## src/rtl/toggle_event_rx.sv

```systemverilog
// Toggle-link receiver: synchronises tgl_in, turns every level change into a
// one-cycle pulse and queues events in a saturating counter drained by valid/ready.
//
// state   | meaning
// INIT    | chain filling with the real tgl_in level; no events produced
// RUN     | change detection and event queueing active
module toggle_event_rx #(
  parameter int SYNC_STAGES = 2,
  parameter int CNT_W       = 4
) (
  input  logic             clk,
  input  logic             rst_n,
  input  logic             tgl_in,
  output logic             ev_pulse,
  output logic             ev_valid,
  input  logic             ev_ready,
  output logic [CNT_W-1:0] pending,
  output logic             overflow,
  input  logic             clr_ovf
);

  localparam int INIT_W = $clog2(SYNC_STAGES + 1);
  localparam logic [INIT_W-1:0] INIT_LAST = INIT_W'(SYNC_STAGES);
  localparam logic [CNT_W-1:0]  PEND_MAX  = '1;

  typedef enum logic {ST_INIT, ST_RUN} state_t;

  state_t                 state;
  logic [INIT_W-1:0]      init_cnt;
  logic [SYNC_STAGES-1:0] sync_q;
  logic                   prev;
  logic                   sync_out;
  logic                   chg;
  logic                   dec;

  assign sync_out = sync_q[SYNC_STAGES-1];
  assign chg      = (state == ST_RUN) && (sync_out ^ prev);
  assign ev_valid = (pending != '0);
  assign dec      = ev_valid && ev_ready;

  // INIT holds one edge past the chain depth so prev samples a fully
  // refreshed sync_out; otherwise tgl_in=1 at release would look like a change.
  always_ff @(posedge clk) begin
    if (!rst_n) begin
      state    <= ST_INIT;
      init_cnt <= '0;
      sync_q   <= '0;
      prev     <= 1'b0;
      ev_pulse <= 1'b0;
      pending  <= '0;
      overflow <= 1'b0;
    end else begin
      sync_q   <= {sync_q[SYNC_STAGES-2:0], tgl_in};
      ev_pulse <= chg;

      case (state)
        ST_INIT: begin
          if (init_cnt == INIT_LAST) begin
            prev  <= sync_out;
            state <= ST_RUN;
          end else begin
            init_cnt <= init_cnt + INIT_W'(1);
          end
        end
        ST_RUN: begin
          prev <= sync_out;
        end
        default: begin
          state <= ST_INIT;
        end
      endcase

      if (chg && !dec) begin
        if (pending != PEND_MAX) begin
          pending <= pending + CNT_W'(1);
        end
      end else if (!chg && dec) begin
        pending <= pending - CNT_W'(1);
      end

      // a lost event wins over a same-cycle clear
      if (chg && !dec && (pending == PEND_MAX)) begin
        overflow <= 1'b1;
      end else if (clr_ovf) begin
        overflow <= 1'b0;
      end
    end
  end

endmodule

```

## config.mk

```make
export PLATFORM = sky130hd
export DESIGN_NAME = toggle_event_rx
export DESIGN_NICKNAME = d
export VERILOG_FILES = /design/src/rtl/toggle_event_rx.sv
export SDC_FILE = /design/constraint.sdc
export NUM_CORES = 1
export LEC_CHECK = 0
export ABC_AREA = 0
export CORE_MARGIN = 2
export CORE_UTILIZATION = 43
export CTS_CLUSTER_SIZE = 10
export DETAILED_ROUTE_END_ITERATION = 6
export PLACE_DENSITY_LB_ADDON = 0.05
export SLEW_MARGIN = 30
export SYNTH_ARGS = -nofsm -noshare
export SYNTH_HDL_FRONTEND = slang
export SYNTH_SLANG_ARGS = --single-unit
```

## constraint.sdc

```tcl
create_clock -name clk -period 3 [get_ports clk]
set_clock_uncertainty 0.2 [all_clocks]
set_input_delay 0.6 -clock clk [delete_from_list [all_inputs] [get_ports clk]]
set_output_delay 0.6 -clock clk [all_outputs]
set_load 0.02 [all_outputs]
```

Word level (Yosys, flattened, before mapping). Index checks and enable logic that the tools add are counted.

Input port bits: 5. Bits in registers: 12.

Mux-type cells: 9. Reduce and logical (&&, ||, !) cells: 12. Add/subtract/negate cells: 3. Bitwise gates (word level): 3. Eq/ne operators: 5.

Operator list (number): two-way mux 4 bit (3); logical AND 1 bit (5); two-way mux 1 bit (5); adder 4 x 1 -> 4 bit (second input constant) (1); == test 4 bit (second input constant) (1); != test 4 bit (second input constant) (1); AND reduction 2 bit (2); nonzero test 2 bit (2); nonzero test 4 bit (1); subtractor 4 x 1 -> 4 bit (second input constant) (1); adder 2 x 1 -> 2 bit (second input constant) (1); == test 2 bit (second input constant) (1); logical NOT 1 bit (2); != test 2 x 1 -> 1 bit (second input constant) (1); != test 2 bit (second input constant) (1); NOT 1 bit (2); one-hot mux 1 bit (2 select lines) (1); bitwise XOR 1 bit (1).

Longest topological paths before layout. Gate-level depths: netlist of run 1.

Depth in word-level cells: 6. Mapped depth: 7. Mapped depth without buffers: 7.

Worst setup path before layout of run 1. Ideal clock, no wire load.

Kind: register to register. From: register pending[0]. To: register pending[3]. Stages on the path, launching flop included: 8. Arrival time: 2.161 ns. Clock period less this slack: 2.433 ns. Setup slack: 0.567 ns. Cells stage by stage: dfxtp_1 > o41ai_4 > nand3_1 > ha_1 > a21o_2 > a21oi_1 > mux2i_1 > mux2i_1.

Word-level cells in the longest chain between the ends: 6.

Ends and longest elaborated chain: from (decl) (RTL line 17) `output logic [CNT_W-1:0] pending,`; from (signal assigned) (RTL line 75) `pending <= pending + CNT_W'(1);`; from (signal assigned) (RTL line 78) `pending <= pending - CNT_W'(1);`; branches (longest 6 deep; another with subtractor 4 x 1 -> 4 bit).

Parallel ways; which one is timed is not known. The select of a mux whose other input is x is not followed. A chain may end at the register's enable or synchronous reset.

Worst setup path after layout of run 1.
From: register pending[0]. To: output port ev_valid.

Word-level cells in the longest chain between the ends: 1.

Ends and longest elaborated chain: nonzero test 4 bit (RTL line 38) `assign ev_valid = (pending != '0);`; to (decl) (RTL line 15) `output logic ev_valid,`.

Every way passes these cells.

==> impl_metrics.tcl, run 1 <==
set metrics [dict create \
    synthCells 58 \
    worstPathRequired_ps 2200 \
    r2r-end "pending[3]$_SDFFE_PN0P_" \
    antenna_found_initial 0 \
    tns_ps 0 \
    power_density_nw_per_um2 1050 \
    critical_path_class "flop to primary output" \
    drt_pre_antenna_iters 2 \
    crit_chain "or4_2 > clkdlybuf4s50_1" \
    min_period_ps 2720 \
    num_antenna_cells 0 \
    post_cts_buffers 0 \
    clock_sink_count 12 \
    grtUsageTotal 0.153 \
    clock_path_buffers 2 \
    synth_mux_area_frac 0.0336 \
    first_global_vias 364 \
    drc 0 \
    grt_pass1_wl_um 1630 \
    syn_area_per_cell_um2 10.3 \
    ios 12 \
    reg2reg_depth 7 \
    cp_max_fo 8 \
    drt-total-wl_um 1000 \
    cts_made_buffers 3 \
    drtAntennaViolNets 0 \
    placed_cells 84 \
    dieArea_um2 1700 \
    htree_num_levels 1 \
    rows 13 \
    ys_seq_area_frac 0.403 \
    crit_cells 2 \
    finalMaxSlewViolations 0 \
    yosys.area_share.simple 0.210 \
    crit_path_start "pending[0]$_SDFFE_PN0P_" \
    ys_ff_latch 12 \
    ys_types 28 \
    clock_latency_ps 270 \
    grt_setup_unrepaired "no" \
    hpwl_um 759 \
    ys_async_sr_fraction 0 \
    worstReg2RegStart "pending[0]$_SDFFE_PN0P_" \
    fin_cells 87 \
    root_buffer "clkbuf_4" \
    place_congestion 0.747 \
    fmax_mhz 368 \
    path_buf_inv 1 \
    pre_cts_slack_ps 285 \
    cpMaxStageDelayCell "or4_2" \
    ctsResizeCount 0 \
    maxCapViolCount 0 \
    layout-drive-gt1-share 0.125 \
    relSlewSlack 0.718 \
    syn2layout_area_growth_pct 25.4 \
    placed_area_um2 724 \
    synth.largest_area_cell "dfxtp_1" \
    core_area_um2 1300 \
    setup_viol 0 \
    synth-xor-area-share 0.0441 \
    cts.clk_slew.worst_paths_ps 80 \
    synth_common_cells "dfxtp_1, o21ai_0" \
    synth.area.top_cells "dfxtp_1, ha_1, o41ai_4, fa_1, mux2i_1" \
    cp-start-kind "flop" \
    grt_max_degree 14 \
    synth_ff_type "dfxtp_1" \
    cp-endpoint "ev_valid" \
    worst_path_largest_cell_delay_ps 680 \
    cp-end-kind "primary output" \
    synth_fa_ha_area_frac 0.0966 \
    status "finished clean" \
    synth_top_family_by_area "simple AND/OR/NAND/NOR gates" \
    cts_tree "yes" \
    routed_via_density 5.33 \
    wire_per_inst_um 11.5 \
    tightestPinTransition_ps 422 \
    gr-total-overflow 0 \
    peakVddDrop_mv 0.479 \
    post-route-period-util 0.906 \
    drt_iter0_markers 4 \
    portBuffers 11 \
    hold_path.class "flop to flop" \
    synth_top_area_share 0.403 \
    fill_cells 133 \
    leakage_nw 0.313 \
    synth_edf_count 0 \
    syn_nets 67 \
    vias 464 \
    die_h_um 41.2 \
    syn_area_um2 596 \
    r2r_setup_slack_ps 520 \
    fp.dieW_um 41.2 \
    nets 83 \
    start_util 0.458 \
    fin_area_um2 747 \
    hold_violations 0 \
    yosys_warnings 0 \
    synth-compound-area-share 0.193 \
    path_delay_family "simple AND/OR/NAND/NOR gates" \
    yosysMostFrequentCell "dfxtp_1" \
    hold_buffers 0 \
    critical_path_arrival_ps 1920 \
    final.setup.worst_slack_ps 283 \
]
-- cell type report --
type | count | area (um^2) | area share
flip-flops and latches | 12 | 240 | 0.322
well taps | 15 | 18.8 | 0.0251
repair buffers | 12 | 118 | 0.157
inverters | 1 | 3.75 | 0.00503
multi-input cells | 44 | 344 | 0.461
clock buffers | 3 | 22.5 | 0.0302
-- where the power goes --
part | switching (mW) | leakage (nW) | internal (mW)
clock network | 0.0506 | 0.0138 | 0.0464
registers | 0.0738 | 0.0985 | 0.205
logic | 0.190 | 0.201 | 0.221
-- kinds of logic after synthesis --
group           after synthesis
compound gates               14
xor+xnor                      3
fa+ha+maj                     4
buf+inv                       2
flops                        12
mux                           2
simple gates                 21
-- worst reg2reg max path: stages (launching register included) --
cell and delay, ps:
dfxtp_1 410, o41ai_4 500, nand3_1 170, ha_1 300, a21o_2 200, a21oi_1 190
mux2i_1 250, mux2i_1 190
-- through the flow --
| stage | total power [mW] | hold WS, ps | util |
|---|---|---|---|
| 2_1_floorplan | 0.559 | 212 | - |
| 3_3_place_gp | 0.690 | 219 | 0.557 |
| 5_1_grt | 0.853 | 271 | 0.574 |
| 4_1_cts | 0.797 | 244 | 0.574 |
| 6_report | 0.787 | 236 | 0.574 |
| 3_5_place_dp | 0.696 | 228 | 0.557 |
-- sequential cells by signal, indices dropped and copies added, names as in the netlist --
signal and cells:
state 1, pending 4, ev_pulse 1, prev 1
overflow 1, init_cnt 2, sync_q 2
-- per-layer routing --
layer / wire (um) / GRT usage
met5: 0 / 0
met3: 42 / 0.0652
met2: 476 / 0.219
met4: 0 / 0.0726
met1: 481 / 0.195
-- worst min-delay path by stage --
stage,end,startpoint,slack [ps],cells past startpoint
2_1_floorplan,sync_q[1]$_SDFF_PN0_,sync_q[0]$_SDFF_PN0_,210,1
3_3_place_gp,sync_q[1]$_SDFF_PN0_,sync_q[0]$_SDFF_PN0_,220,1
3_5_place_dp,sync_q[1]$_SDFF_PN0_,sync_q[0]$_SDFF_PN0_,230,1
4_1_cts,sync_q[1]$_SDFF_PN0_,sync_q[0]$_SDFF_PN0_,240,1
5_1_grt,sync_q[1]$_SDFF_PN0_,sync_q[0]$_SDFF_PN0_,270,1
6_report,sync_q[1]$_SDFF_PN0_,sync_q[0]$_SDFF_PN0_,240,1
-- layout by cell type (no fill, tap or decap), types with 2 or more instances in the layout --
cell type and instances:
a21boi_0 2, a21o_2 2, a21oi_1 2, and2_1 3
clkbuf_4 3, clkdlybuf4s50_1 11, dfxtp_1 12, ha_1 3
mux2i_1 2, nand2_1 3, nand3_1 3, nand4_1 2
nor2_1 2, nor2b_1 2, o21ai_0 4, xor2_1 2
(Power assumes the default switching activity.)
==> run 2, diff against run 1 <==
Settings changed: ABC_CLOCK_PERIOD_IN_PS from default to 3000, TNS_END_PERCENT from default to 100.
==> results of run 2 <==
Final layout, timing and power as in run 1 (identical DEF).
